**src/rtl/multicycle_alu_sequencer.sv**
```systemverilog
// Control FSM for the multicycle datapath.
// Walks each instruction through fetch, decode, execute, memory and write-back.
// Drives every datapath enable, the ALU operand selects and the ALU operation.
//
// state        | meaning
// -------------+---------------------------------------------------------
// RESET    (0) | idle after reset, all outputs low
// FETCH    (1) | read instruction at PC, PC <= PC + 4
// FETCH_WAIT(2)| memory read latency, load IR
// DECODE   (3) | precompute branch target into ALUOut, dispatch on opcode
// MEM_ADDR (4) | ALUOut <= A + sign_extend (lw/sw/addm)
// MEM_RD   (5) | read data memory at ALUOut
// MEM_RD_WAIT(6)| memory read latency, load MDR
// LW_WB    (7) | rt <= MDR
// SW       (8) | write data memory at ALUOut
// RTYPE_EX (9) | ALUOut <= A op B
// RTYPE_WB (10)| rd <= ALUOut
// ADDI_EX  (11)| ALUOut <= A + sign_extend
// ADDI_WB  (12)| rt <= ALUOut
// BEQ      (13)| compare A - B, branch to ALUOut when zero
// JUMP     (14)| PC <= jump target
// ADDM_EX  (15)| ALUOut <= A + MDR
// ADDM_WB  (16)| rt <= ALUOut
// HALT     (17)| illegal instruction, parked until reset
//
// Outputs are registered from the next-state decode, so they always match
// the state register. pc_en is the only output that also looks at zero,
// and only BEQ asserts the conditional PC write.
module multicycle_alu_sequencer (
    input  logic       clk,
    input  logic       reset,
    input  logic [5:0] opcode,
    input  logic [5:0] funct,
    input  logic       zero,
    output logic [4:0] state,
    output logic       illegal,
    output logic       alu_src_a,
    output logic [2:0] alu_src_b,
    output logic [2:0] alu_op,
    output logic       pc_en,
    output logic [1:0] pc_source,
    output logic       iord,
    output logic       mem_read,
    output logic       mem_write,
    output logic       ir_write,
    output logic       mdr_write,
    output logic       aluout_write,
    output logic       reg_write,
    output logic       reg_dst,
    output logic       mem_to_reg
);

    typedef enum logic [4:0] {
        S_RESET       = 5'd0,
        S_FETCH       = 5'd1,
        S_FETCH_WAIT  = 5'd2,
        S_DECODE      = 5'd3,
        S_MEM_ADDR    = 5'd4,
        S_MEM_RD      = 5'd5,
        S_MEM_RD_WAIT = 5'd6,
        S_LW_WB       = 5'd7,
        S_SW          = 5'd8,
        S_RTYPE_EX    = 5'd9,
        S_RTYPE_WB    = 5'd10,
        S_ADDI_EX     = 5'd11,
        S_ADDI_WB     = 5'd12,
        S_BEQ         = 5'd13,
        S_JUMP        = 5'd14,
        S_ADDM_EX     = 5'd15,
        S_ADDM_WB     = 5'd16,
        S_HALT        = 5'd17
    } state_t;

    typedef struct packed {
        logic       illegal;
        logic       alu_src_a;
        logic [2:0] alu_src_b;
        logic [2:0] alu_op;
        logic       pc_write;
        logic       pc_write_cond;
        logic [1:0] pc_source;
        logic       iord;
        logic       mem_read;
        logic       mem_write;
        logic       ir_write;
        logic       mdr_write;
        logic       aluout_write;
        logic       reg_write;
        logic       reg_dst;
        logic       mem_to_reg;
    } ctrl_t;

    localparam logic [5:0] OP_RTYPE = 6'h00;
    localparam logic [5:0] OP_ADDM  = 6'h01;
    localparam logic [5:0] OP_J     = 6'h02;
    localparam logic [5:0] OP_BEQ   = 6'h04;
    localparam logic [5:0] OP_ADDI  = 6'h08;
    localparam logic [5:0] OP_LW    = 6'h23;
    localparam logic [5:0] OP_SW    = 6'h2B;

    localparam logic [2:0] ALU_IDLE = 3'd0;
    localparam logic [2:0] ALU_ADD  = 3'd1;
    localparam logic [2:0] ALU_SUB  = 3'd2;
    localparam logic [2:0] ALU_AND  = 3'd3;
    localparam logic [2:0] ALU_OR   = 3'd4;

    state_t r_state;
    ctrl_t  r_ctrl;
    state_t w_next;

    function automatic logic [2:0] f_rtype_op(input logic [5:0] f);
        case (f)
            6'h20:   return ALU_ADD;
            6'h22:   return ALU_SUB;
            6'h24:   return ALU_AND;
            6'h25:   return ALU_OR;
            default: return ALU_IDLE;
        endcase
    endfunction

    function automatic state_t f_next(input state_t s, input logic [5:0] op,
                                      input logic [5:0] f);
        case (s)
            S_RESET:      return S_FETCH;
            S_FETCH:      return S_FETCH_WAIT;
            S_FETCH_WAIT: return S_DECODE;
            S_DECODE: begin
                case (op)
                    OP_RTYPE: return (f_rtype_op(f) != ALU_IDLE) ? S_RTYPE_EX : S_HALT;
                    OP_ADDI:  return S_ADDI_EX;
                    OP_LW, OP_SW, OP_ADDM: return S_MEM_ADDR;
                    OP_BEQ:   return S_BEQ;
                    OP_J:     return S_JUMP;
                    default:  return S_HALT;
                endcase
            end
            S_MEM_ADDR:    return (op == OP_SW) ? S_SW : S_MEM_RD;
            S_MEM_RD:      return S_MEM_RD_WAIT;
            S_MEM_RD_WAIT: begin
                if (op == OP_LW)        return S_LW_WB;
                else if (op == OP_ADDM) return S_ADDM_EX;
                else                    return S_HALT;
            end
            S_RTYPE_EX:    return S_RTYPE_WB;
            S_ADDI_EX:     return S_ADDI_WB;
            S_ADDM_EX:     return S_ADDM_WB;
            S_LW_WB, S_SW, S_RTYPE_WB, S_ADDI_WB,
            S_BEQ, S_JUMP, S_ADDM_WB: return S_FETCH;
            default:       return S_HALT;
        endcase
    endfunction

    // funct is only consulted when entering RTYPE_EX; IR is frozen by then.
    function automatic ctrl_t f_decode(input state_t s, input logic [5:0] f);
        ctrl_t c;
        c = '0;
        case (s)
            S_FETCH: begin
                c.mem_read  = 1'b1;
                c.alu_src_b = 3'd1;
                c.alu_op    = ALU_ADD;
                c.pc_write  = 1'b1;
            end
            S_FETCH_WAIT: c.ir_write = 1'b1;
            S_DECODE: begin
                c.alu_src_b    = 3'd3;
                c.alu_op       = ALU_ADD;
                c.aluout_write = 1'b1;
            end
            S_MEM_ADDR, S_ADDI_EX: begin
                c.alu_src_a    = 1'b1;
                c.alu_src_b    = 3'd2;
                c.alu_op       = ALU_ADD;
                c.aluout_write = 1'b1;
            end
            S_MEM_RD: begin
                c.mem_read = 1'b1;
                c.iord     = 1'b1;
            end
            S_MEM_RD_WAIT: c.mdr_write = 1'b1;
            S_LW_WB: begin
                c.reg_write  = 1'b1;
                c.mem_to_reg = 1'b1;
            end
            S_SW: begin
                c.mem_write = 1'b1;
                c.iord      = 1'b1;
            end
            S_RTYPE_EX: begin
                c.alu_src_a    = 1'b1;
                c.alu_op       = f_rtype_op(f);
                c.aluout_write = 1'b1;
            end
            S_RTYPE_WB: begin
                c.reg_write = 1'b1;
                c.reg_dst   = 1'b1;
            end
            S_ADDI_WB, S_ADDM_WB: c.reg_write = 1'b1;
            S_BEQ: begin
                c.alu_src_a     = 1'b1;
                c.alu_op        = ALU_SUB;
                c.pc_write_cond = 1'b1;
                c.pc_source     = 2'd1;
            end
            S_JUMP: begin
                c.pc_write  = 1'b1;
                c.pc_source = 2'd2;
            end
            S_ADDM_EX: begin
                c.alu_src_a    = 1'b1;
                c.alu_src_b    = 3'd4;
                c.alu_op       = ALU_ADD;
                c.aluout_write = 1'b1;
            end
            S_HALT:  c.illegal = 1'b1;
            default: c = '0;
        endcase
        return c;
    endfunction

    assign w_next = f_next(r_state, opcode, funct);

    // State register and registered output decode of the state being entered.
    always_ff @(posedge clk) begin
        if (reset) begin
            r_state <= S_RESET;
            r_ctrl  <= '0;
        end else begin
            r_state <= w_next;
            r_ctrl  <= f_decode(w_next, funct);
        end
    end

    assign state        = r_state;
    assign illegal      = r_ctrl.illegal;
    assign alu_src_a    = r_ctrl.alu_src_a;
    assign alu_src_b    = r_ctrl.alu_src_b;
    assign alu_op       = r_ctrl.alu_op;
    assign pc_en        = r_ctrl.pc_write | (r_ctrl.pc_write_cond & zero);
    assign pc_source    = r_ctrl.pc_source;
    assign iord         = r_ctrl.iord;
    assign mem_read     = r_ctrl.mem_read;
    assign mem_write    = r_ctrl.mem_write;
    assign ir_write     = r_ctrl.ir_write;
    assign mdr_write    = r_ctrl.mdr_write;
    assign aluout_write = r_ctrl.aluout_write;
    assign reg_write    = r_ctrl.reg_write;
    assign reg_dst      = r_ctrl.reg_dst;
    assign mem_to_reg   = r_ctrl.mem_to_reg;

endmodule

```
**config.mk**
```make
export PLATFORM = sky130hd
export DESIGN_NAME = multicycle_alu_sequencer
export DESIGN_NICKNAME = d
export VERILOG_FILES = /design/src/rtl/multicycle_alu_sequencer.sv
export SDC_FILE = /design/constraint.sdc
export NUM_CORES = 1
export LEC_CHECK = 0
export BUFFER_PORTS_ARGS = -buffer_cell sky130_fd_sc_hd__buf_4
export CELL_PAD_IN_SITES_DETAIL_PLACEMENT = 0
export CELL_PAD_IN_SITES_GLOBAL_PLACEMENT = 1
export CORE_ASPECT_RATIO = 1.1
export CORE_MARGIN = 2
export CORE_UTILIZATION = 40
export CTS_CLUSTER_DIAMETER = 150
export DETAILED_ROUTE_END_ITERATION = 12
export GPL_ROUTABILITY_DRIVEN = 0
export PLACE_DENSITY_LB_ADDON = 0.12
export SLEW_MARGIN = 20
export SYNTH_ARGS = -nofsm -noshare
export SYNTH_HDL_FRONTEND = slang
export SYNTH_SLANG_ARGS = --single-unit
```
**constraint.sdc**
```tcl
create_clock -name clk -period 6.6 [get_ports clk]
set_clock_uncertainty 0.15 [all_clocks]
set_input_delay 1.65 -clock clk [delete_from_list [all_inputs] [get_ports clk]]
set_output_delay 1.65 -clock clk [all_outputs]
set_load 0.05 [all_outputs]
```
==> results.md <==
* Antenna fix cells at 0
* Largest net degree at the start of global routing at 16
* CTS Hold Bufs at 0
* Area grow syn2layout at 19.81%
* Cell count after synthesis at 175
* Slew Viols, Final at 0
* Run status: completed
* Syn avg cell area at 8.229 um^2
* Synth area leaders: dfxtp_1 36%, nor3_1 5.6%, buf_4 4.7%, nor2_1 4.4%, nand2_1 2.9%
* Initial Util at 42.54%
* Worst hold path type: reg -> reg
* Flop pwr share at 44.0%
* Cell-internal power at 265.5 uW
* Crit path DAT at 2.08 ns
* Power density cells at 229.2 mW/mm^2
* Finished Layout Cells at 246
* Routed vias/inst at 5.333
* Die H at 66.93 um
* Crit path required time at 4.80 ns
* DP Cell Count at 242
* Worst skew pair latency at 0.32 ns
* Ports at 40
* Die X at 61.21 um
* Worst Setup Path Type: in -> out
* Core area at 0.003386 mm^2
* Clock buffer count from CTS at 3
* Max Clock Freq at 258.0 MHz
* CTS tree: yes
* # setup viols final at 0
* Clock buffer depth at 2
* DR WL/cell at 13.60 um
* Area leader, netlist: dfxtp_1
* Remaining DRCs at 0
* Clk pwr share at 27.5%
* Initial antenna violation count at 0
* Global Route Usage Sum at 17.54%
* Setup TNS at 0 ns
* Number of flip-flops in the largest register at 5
* Final net count at 214
* TritonCTS Sinks at 26
* Via count of the first global-routing pass at 1178
* Grt ovf at 0
* Share of cells above drive strength 1 at 28.28%
* Design Power at 395.4 uW
* Std cell rows at 22
* Die area at 0.004097 mm^2
* Crit end category: output port
* 1st-pass router iterations at 4
* Least-Margin Pin Slew at 0.6885 ns
* CTS HTree Levels at 1
* Clk pin slew, worst setup/hold paths at 0.14 ns
* Syn Std Cell Area at 0.001440 mm^2
* Post-CTS setup buffer count at 0
* Vias at 1312
* Root Buffer: clkbuf_4
* Routed Antenna Nets at 0
* Fin crit period at 3.876 ns
* Synth cell types at 48
* RSZ-0062 raised after global routing: false
* Top cell type's share of synthesized area at 36.14%
* PostCTS Resize Cnt at 0
* Seq cells post-synth at 26
* Syn nets at 190
* Fin. Hold Viols at 0
* WL final at 3.345 mm
* FILL cells at 360
* First-pass GRT wire length at 5.451 mm
* Slew margin rel. at 53.75%
* NetSw at 130.0 uW
* Yosys warnings at 0
* Combinational share of power at 28.5%
* Max FO, Critical Path at 1
* Detailed Place HPWL at 2.541 mm
* Worst setup SP type: primary input
* Port Buffers at 39
* Final period util at 58.73%
* Register area share after synthesis at 36.14%
* Iter 0 DRT Violations at 39
* MaxCap Viol Count at 0
* Net Sw Frac at 32.87%
* LEAKAGE at 0.0006850 uW
* VDD IR-drop max at 0.00007850 V
[cell type report]
cell class | instances | area [um^2] | area share [%]
multi-input cells | 126 | 788.3 | 45.69
well taps | 48 | 60.06 | 3.481
clock inverters | 1 | 30.03 | 1.740
repair buffers | 39 | 292.8 | 16.97
inverters | 3 | 11.26 | 0.6526
clock buffers | 3 | 22.52 | 1.305
flip-flops and latches | 26 | 520.5 | 30.17
[cells in the final DEF, fill, tap and decap left out, drive strengths merged, types with 4 or more instances in the layout]
cell type / count
nor4: 4
nor2: 17
nand3: 4
nor3b: 4
a31oi: 4
o21a: 5
or3: 6
buf: 39
nor3: 17
or3b: 6
nand2: 12
a21oi: 8
dfxtp: 26
nand2b: 4
[power by group through the flow]
stage               clock network (uW)  registers [uW]  logic (uW)
finish                             109             174         113
global route                       116             176         121
CTS                                110             174         112
detailed placement                   0             177         112
global placement                     0             177         112
floorplan                            0             191        70.4
[worst max-delay path, cell delays in order]
cell and delay, ns:
buf_4 0.11, a21o_1 0.14, buf_4 0.18
[cells by family after synthesis]
group / Yosys count / synth area share [%]
compound gates: 32 / 16.25
simple gates: 88 / 34.75
buf+inv: 23 / 9.122
flops: 26 / 36.14
xor+xnor: 5 / 3.041
mux: 1 / 0.6951
[synth_stat cells, drive strengths merged]
cell / count
o21ai: 3
or3: 6
o41ai: 1
or3b: 6
buf: 13
o31ai: 1
nand3b: 1
o21a: 5
nand2b: 4
nor4: 4
nor2b: 2
inv: 3
o211ai: 1
clkbuf: 7
nor3: 17
and2: 2
nand3: 4
mux2i: 1
a21o: 1
o221ai: 1
nor4b: 1
a21oi: 8
or4: 3
xor2: 3
a211oi: 3
and3: 1
nand4: 1
or4b: 1
dfxtp: 26
o22a: 1
nand2: 12
nor3b: 4
xnor2: 2
a31oi: 4
nor2: 17
or2: 2
a2111oi: 3
[path summary, 6_finish.rpt]
path,from,end,slack [ns],cells past startpoint
setup reg to reg,state[0],alu_op[0],3.88,7
hold reg to reg,state[4],mem_write,0.61,1
hold / removal,state[4],mem_write,0.61,1
setup / recovery,zero,pc_en,2.72,3
[per-stage QoR]
step / setup WS, ns / utilization, % / cell area (um^2) / hold WS (ns)
after floorplan: 2.754 / - / 1440 / 0.7143
after global placement: 2.607 / 49.41 / 1673 / 0.5588
after detailed placement: 2.592 / 49.41 / 1673 / 0.5960
after CTS: 2.720 / 50.96 / 1725 / 0.6285
after global routing: 2.670 / 50.96 / 1725 / 0.6955
final: 2.724 / 50.96 / 1725 / 0.6130
[layer usage]
| layer | GRT usage (%) | wire length, um | vias to the layer above |
|---|---|---|---|
| li1 | - | - | 670 |
| met1 | 22.24 | 1492 | 600 |
| met2 | 30.32 | 1632 | 37 |
| met3 | 1.748 | 168 | 5 |
| met4 | 5.707 | 52 | 0 |
| met5 | 0 | 0 | - |
Power figures use the tool's default switching activity.
